[config.mk]
export PLATFORM = sky130hd
export DESIGN_NAME = axi_regbank
export DESIGN_NICKNAME = d
export VERILOG_FILES = /design/src/rtl/axi_regbank.sv
export SDC_FILE = /design/constraint.sdc
export NUM_CORES = 1
export LEC_CHECK = 0
export CAP_MARGIN = 20
export CORE_AREA = 10 10 242 244
export CTS_BUF_LIST = sky130_fd_sc_hd__clkbuf_8
export CTS_CLUSTER_DIAMETER = 100
export DETAILED_ROUTE_END_ITERATION = 12
export DIE_AREA = 0 0 252 254
export SYNTH_ARGS = -nofsm -noshare
export SYNTH_HDL_FRONTEND = slang
export SYNTH_SLANG_ARGS = --single-unit
export TNS_END_PERCENT = 20
[constraint.sdc]
create_clock -name axi_clk -period 4.78 [get_ports axi_clk]
set_input_delay 0.956 -clock axi_clk [delete_from_list [all_inputs] [get_ports axi_clk]]
set_output_delay 0.956 -clock axi_clk [all_outputs]
set_load 0.02 [all_outputs]
[src/rtl/axi_regbank.sv]
// AXI4-Lite slave register bank: N_RW byte-writable control registers followed by
// N_RO read-only status registers, with per-register write and read strobes.
module axi_regbank #(
    parameter int          ADDR_W     = 16,
    parameter int          N_RW       = 8,
    parameter int          N_RO       = 8,
    parameter logic [31:0] RW_RST_VAL = 32'h0
) (
    input  logic                axi_clk,
    input  logic                axi_rst_n,
    input  logic [ADDR_W-1:0]   axi_awaddr,
    input  logic [2:0]          axi_awprot,
    input  logic                axi_awvalid,
    output logic                axi_awready,
    input  logic [31:0]         axi_wdata,
    input  logic [3:0]          axi_wstrb,
    input  logic                axi_wvalid,
    output logic                axi_wready,
    output logic [1:0]          axi_bresp,
    output logic                axi_bvalid,
    input  logic                axi_bready,
    input  logic [ADDR_W-1:0]   axi_araddr,
    input  logic [2:0]          axi_arprot,
    input  logic                axi_arvalid,
    output logic                axi_arready,
    output logic [31:0]         axi_rdata,
    output logic [1:0]          axi_rresp,
    output logic                axi_rvalid,
    input  logic                axi_rready,
    output logic [32*N_RW-1:0]  ctrl_q,
    output logic [N_RW-1:0]     ctrl_wr_pulse,
    input  logic [32*N_RO-1:0]  stat_d,
    output logic [N_RO-1:0]     stat_rd_pulse
);

    localparam int         IDX_W     = ADDR_W - 2;
    localparam logic [1:0] RESP_OKAY = 2'b00;
    localparam logic [1:0] RESP_SLV  = 2'b10;

    typedef enum logic [1:0] {W_IDLE, W_WAIT, W_RESP} w_state_t;
    typedef enum logic       {R_IDLE, R_DATA}         r_state_t;

    function automatic logic [31:0] word_idx(input logic [IDX_W-1:0] idx);
        return 32'(idx);
    endfunction

    function automatic logic [31:0] apply_strb(input logic [31:0] old_val,
                                               input logic [31:0] new_val,
                                               input logic [3:0]  strb);
        logic [31:0] res;
        res = old_val;
        for (int b = 0; b < 4; b++) begin
            if (strb[b]) res[8*b +: 8] = new_val[8*b +: 8];
        end
        return res;
    endfunction

    w_state_t          w_state, w_state_nxt;
    r_state_t          r_state, r_state_nxt;
    logic              rdy_en;
    logic              aw_got, w_got;
    logic              aw_hs, w_hs, ar_hs, w_fire;
    logic [IDX_W-1:0]  awidx_q;
    logic [31:0]       wdata_q;
    logic [3:0]        wstrb_q;
    logic [31:0]       w_idx, r_idx;
    logic [31:0]       w_data_eff;
    logic [3:0]        w_strb_eff;
    logic              w_is_ctrl, r_mapped;
    logic [31:0]       r_data_c;
    logic [N_RO-1:0]   r_stat_c;
    logic              unused_ok;

    assign unused_ok = ^{axi_awprot, axi_arprot, axi_awaddr[1:0], axi_araddr[1:0]};

    // Readies stay low in reset and during the first cycle out of it.
    always_ff @(posedge axi_clk or negedge axi_rst_n) begin
        if (!axi_rst_n) rdy_en <= 1'b0;
        else            rdy_en <= 1'b1;
    end

    assign axi_awready = rdy_en && (w_state != W_RESP) && !aw_got;
    assign axi_wready  = rdy_en && (w_state != W_RESP) && !w_got;
    assign axi_bvalid  = (w_state == W_RESP);
    assign aw_hs       = axi_awvalid && axi_awready;
    assign w_hs        = axi_wvalid && axi_wready;
    assign w_fire      = (aw_got || aw_hs) && (w_got || w_hs);

    // Either beat may arrive live on the completing cycle, so mux captured vs. bus.
    assign w_idx      = word_idx(aw_got ? awidx_q : axi_awaddr[ADDR_W-1:2]);
    assign w_data_eff = w_got ? wdata_q : axi_wdata;
    assign w_strb_eff = w_got ? wstrb_q : axi_wstrb;
    assign w_is_ctrl  = (w_idx < 32'(N_RW));

    always_ff @(posedge axi_clk or negedge axi_rst_n) begin
        if (!axi_rst_n) begin
            w_state <= W_IDLE;
            aw_got  <= 1'b0;
            w_got   <= 1'b0;
        end else begin
            w_state <= w_state_nxt;
            if (w_fire) begin
                aw_got <= 1'b0;
                w_got  <= 1'b0;
            end else begin
                if (aw_hs) aw_got <= 1'b1;
                if (w_hs)  w_got  <= 1'b1;
            end
        end
    end

    always_comb begin
        w_state_nxt = w_state;
        case (w_state)
            W_IDLE, W_WAIT: begin
                if (w_fire)              w_state_nxt = W_RESP;
                else if (aw_hs || w_hs)  w_state_nxt = W_WAIT;
            end
            W_RESP:  if (axi_bready) w_state_nxt = W_IDLE;
            default: w_state_nxt = W_IDLE;
        endcase
    end

    always_ff @(posedge axi_clk) begin
        if (aw_hs) awidx_q <= axi_awaddr[ADDR_W-1:2];
        if (w_hs) begin
            wdata_q <= axi_wdata;
            wstrb_q <= axi_wstrb;
        end
    end

    always_ff @(posedge axi_clk or negedge axi_rst_n) begin
        if (!axi_rst_n) begin
            ctrl_q        <= {N_RW{RW_RST_VAL}};
            ctrl_wr_pulse <= '0;
            axi_bresp     <= RESP_OKAY;
        end else begin
            ctrl_wr_pulse <= '0;
            if (w_fire) begin
                axi_bresp <= w_is_ctrl ? RESP_OKAY : RESP_SLV;
                for (int k = 0; k < N_RW; k++) begin
                    if (w_idx == 32'(k)) begin
                        ctrl_q[32*k +: 32] <= apply_strb(ctrl_q[32*k +: 32], w_data_eff, w_strb_eff);
                        ctrl_wr_pulse[k]   <= 1'b1;
                    end
                end
            end
        end
    end

    assign axi_arready = rdy_en && (r_state == R_IDLE);
    assign axi_rvalid  = (r_state == R_DATA);
    assign ar_hs       = axi_arvalid && axi_arready;
    assign r_idx       = word_idx(axi_araddr[ADDR_W-1:2]);
    assign r_mapped    = (r_idx < 32'(N_RW + N_RO));

    // Unmapped indices fall through with zero data.
    always_comb begin
        r_data_c = '0;
        r_stat_c = '0;
        for (int k = 0; k < N_RW; k++) begin
            if (r_idx == 32'(k)) r_data_c = ctrl_q[32*k +: 32];
        end
        for (int j = 0; j < N_RO; j++) begin
            if (r_idx == 32'(N_RW + j)) begin
                r_data_c    = stat_d[32*j +: 32];
                r_stat_c[j] = 1'b1;
            end
        end
    end

    always_comb begin
        r_state_nxt = r_state;
        case (r_state)
            R_IDLE:  if (ar_hs)      r_state_nxt = R_DATA;
            R_DATA:  if (axi_rready) r_state_nxt = R_IDLE;
            default: r_state_nxt = R_IDLE;
        endcase
    end

    always_ff @(posedge axi_clk or negedge axi_rst_n) begin
        if (!axi_rst_n) begin
            r_state       <= R_IDLE;
            axi_rdata     <= '0;
            axi_rresp     <= RESP_OKAY;
            stat_rd_pulse <= '0;
        end else begin
            r_state       <= r_state_nxt;
            stat_rd_pulse <= '0;
            if (ar_hs) begin
                axi_rdata     <= r_data_c;
                axi_rresp     <= r_mapped ? RESP_OKAY : RESP_SLV;
                stat_rd_pulse <= r_stat_c;
            end
        end
    end

endmodule

==> key figures <==
Min path
  – Hold crit path type: primary input to async pin

Power
  – Pleak: approximately 11 nW
  – Power Total: 7.69 mW
  – Maximum vdd ir drop: 0.187 mV
  – Pwr dens: ~290 nW/um2

Final layout
  – Non-Filler Instances: 3337
  – Commonest non-fill, non-tap cell in the layout: clkdlybuf4s50_1
  – Final nets: between 2000 and 3000
  – Most frequent cells in the layout: 634 x clkdlybuf4s50_1, 380 x nand2_1, 311 x dfrtp_1, 269 x o21ai_0, 101 x nor2_1
  – Area grow syn2layout: 50.9%
  – Fillers: slightly above 5000
  – Share of cells above drive strength 1: between 9 and 10%

Worst setup path
  – WP buf/inv: 3
  – Reg-to-reg slack, setup: around 1700 ps
  – CP cell instances: clkdlybuf4s50_1 -> or4_1 -> buf_4 -> nor4_4 -> buf_12 -> a221o_1 -> a211o_1 -> o211ai_1 -> a21oi_1 -> o21a_1
  – CP startpoint kind: primary input
  – Element type at the critical path end: register
  – Worst path slowest cell: or4_1
  – R2r worst-path depth: 8
  – Worst Path Arrival: between 4000 and 5000 ps
  – Largest delay contributor family on the critical path: simple AND/OR/NAND/NOR gates
  – Crit path max fanout: 14
  – Critical R2R Launch: aw_got
  – Critical path class: primary input to register
  – Worst path required time: around 5400 ps
  – Max stage delay on crit path: ~640 ps
  – Worst r2r dst: ctrl_q[150]

Clock network
  – CTS tree: built
  – Clock-pin slew on the worst setup and hold paths: 60 ps
  – Root Buffer: clkbuf_8
  – Buffer levels on the longest clock path: 3
  – Hold Buf Count CTS: 0
  – H-tree depth: 3
  – # Post-CTS Setup Buffers: 0
  – TritonCTS buffer count: about 70
  – Worst-Skew Late Latency: approximately 650 ps
  – Post-cts sizing count: 0
  – # clock sinks: 362

STA
  – Slew HR: approximately 20%
  – Final Hold Fails: 0
  – Pins Over Slew Limit: 0
  – Max Freq: around 270 MHz
  – Setup TNS: 0 ps
  – Final period utilization: between 70% and 80%
  – RSZ-0062 raised after global routing: no
  – Worst-Margin Slew: between 1000 and 1500 ps
  – Setup Skew: 20.6 ps
  – Hold WS: 342 ps
  – Crit path time final: 3660 ps
  – Final setup vio count: 0

Route
  – Initial DRC Count: between 1500 and 2000
  – WL/cell: 32.9 um
  – Final WL: roughly 110000 um
  – Via count: 19200
  – Post-route DRC: 0
  – DRT Pass-1 Iters: 6
  – Post-route ant nets: 0
  – Post-DR vias/cell: 5.76

Place
  – DP HPWL: approximately 86000 um
  – Post-Place Cells: between 3000 and 4000
  – Port Buffers: approximately 640
  – Gpl congestion: 0.948

GRT
  – Vias in the first global route: 19100
  – Total congestion overflow: 0
  – Largest net degree at the start of global routing: 108
  – First-pass GRT wire length: ~150000 um
  – Initial antenna violation count: 27
  – Total GRT Usage: between 30 and 40%

Floorplanning
  – Core area: approximately 54000 um2
  – Die area: around 64000 um2
  – Die W: 252 um
  – IO Pins: 650
  – Standard-cell row count: 85
  – Die height: about 250 um
  – Initial Util: 32.8%

Synth
  – Post-Syn Area per Cell: about 9.3 um2
  – EDFF count, synth: 50
  – Ys Warns: 0
  – Netlist cell types: 71
  – Register bit total from synthesis: 362
  – Sequential-to-total area share from yosys stat: a little over half
  – Gate Count Post-Synth: approximately 1900
  – Ranking of synthesized cells by area: dfrtp_1 44%, edfxtp_1 8.5%, nand2_1 8.1%, o21ai_0 7.6%, mux2i_1 2.8%
  – Async S/R FF share, synth: 86.2%
  – Yosys top cell area share: between 40% and 50%
  – Dominant cell type by area after synthesis: dfrtp_1
  – Post-Syn Area: ~18000 um2
  – Top_reg_cell synth: dfrtp_1

Outcome
  – Status: completed

Flow run
  – Max Cap Viol: 0
-- logic make-up (layout without fill, tap and decap cells) --
group	after synthesis	count (layout)	synth area share, %
other cells	2	26	0.0427
flops	362	362	52.9
mux	59	59	3.42
simple gates	671	671	17.5
buf+inv	135	867	3.28
compound gates	656	656	22.9
-- metal layers --
| metal | global-route usage, % | share of wire [%] |
|---|---|---|
| met5 | 0 | 0.055 |
| met4 | 14.2 | 3.8 |
| met3 | 9.38 | 9.6 |
| met2 | 54.2 | 48 |
| met1 | 39.7 | 39 |
-- worst max-delay path by stage --
stage / endpoint / cells after the start / slack, ps / from
finish: axi_rdata[12] / 10 / 1120 / axi_araddr[12]
global route: axi_rdata[1] / 10 / 1130 / axi_araddr[12]
CTS: axi_rdata[9] / 10 / 1260 / axi_araddr[12]
detailed placement: axi_rdata[9] / 10 / 580 / axi_araddr[12]
global placement: axi_rdata[12] / 10 / 600 / axi_araddr[12]
floorplan: axi_rdata[30] / 8 / 1800 / axi_araddr[7]
-- where the power goes --
group          switching, mW  leakage [nW]  internal, mW
registers             0.0882          4.78          3.24
logic                  0.757          5.12         0.502
clock network           1.43         0.809          1.67
-- state kept, by name (all words and copies together), names as in the netlist, 2 cells and up --
name,flops
wstrb_q,4
wdata_q,32
awidx_q,14
ctrl_q,256
stat_rd_pulse,8
ctrl_wr_pulse,8
w_state,2
axi_rdata,32
-- cells in the mapped netlist (all sizes together), types with 3 or more instances --
cell,n
a221o,20
nor2,109
dfrtp,312
a221oi,26
nand4,17
o21a,6
edfxtp,50
or3,12
o21ai,330
nor4b,5
nor4,19
mux2,9
a22o,8
nand3,36
o211ai,14
or2,3
o221ai,20
a31oi,13
and3,8
nor2b,12
a21o,3
a21oi,81
a22oi,41
a211oi,11
and2,13
or4,8
nand2,388
a211o,5
clkbuf,85
o2111ai,4
o22ai,44
mux2i,50
o32a,3
a222oi,11
nor3,29
buf,36
inv,13
nand2b,4
-- cell type report --
| class | instances | area [um2] | share of cell area, % |
|---|---|---|---|
| diodes | 23 | 57.6 | 0.217 |
| clock buffers | 82 | 1130 | 4.25 |
| clock inverters | 43 | 243 | 0.914 |
| inverters | 14 | 52.6 | 0.198 |
| multi-input cells | 1389 | 7780 | 29.3 |
| flip-flops and latches | 362 | 9310 | 35.0 |
| well taps | 696 | 871 | 3.28 |
| repair buffers | 728 | 7130 | 26.8 |
-- stage by stage --
stage	instance area, um2	worst slack [ps]	utilization (%)
floorplan	17600	1800	-
global placement	25100	605	46.9
detailed placement	25100	580	46.9
CTS	26500	1260	49.5
global route	26600	1130	49.5
finish	26600	1120	49.6
-- worst reg2reg max path, stage by stage, from the launching register on --
cell and delay, ps:
dfrtp_1 690, nor4b_1 300, a22o_1 210, o2111ai_1 120, buf_4 210, nor2_2 460
nand2_1 580, nand2_1 230, o21ai_0 120
(Power assumes the default switching activity.)
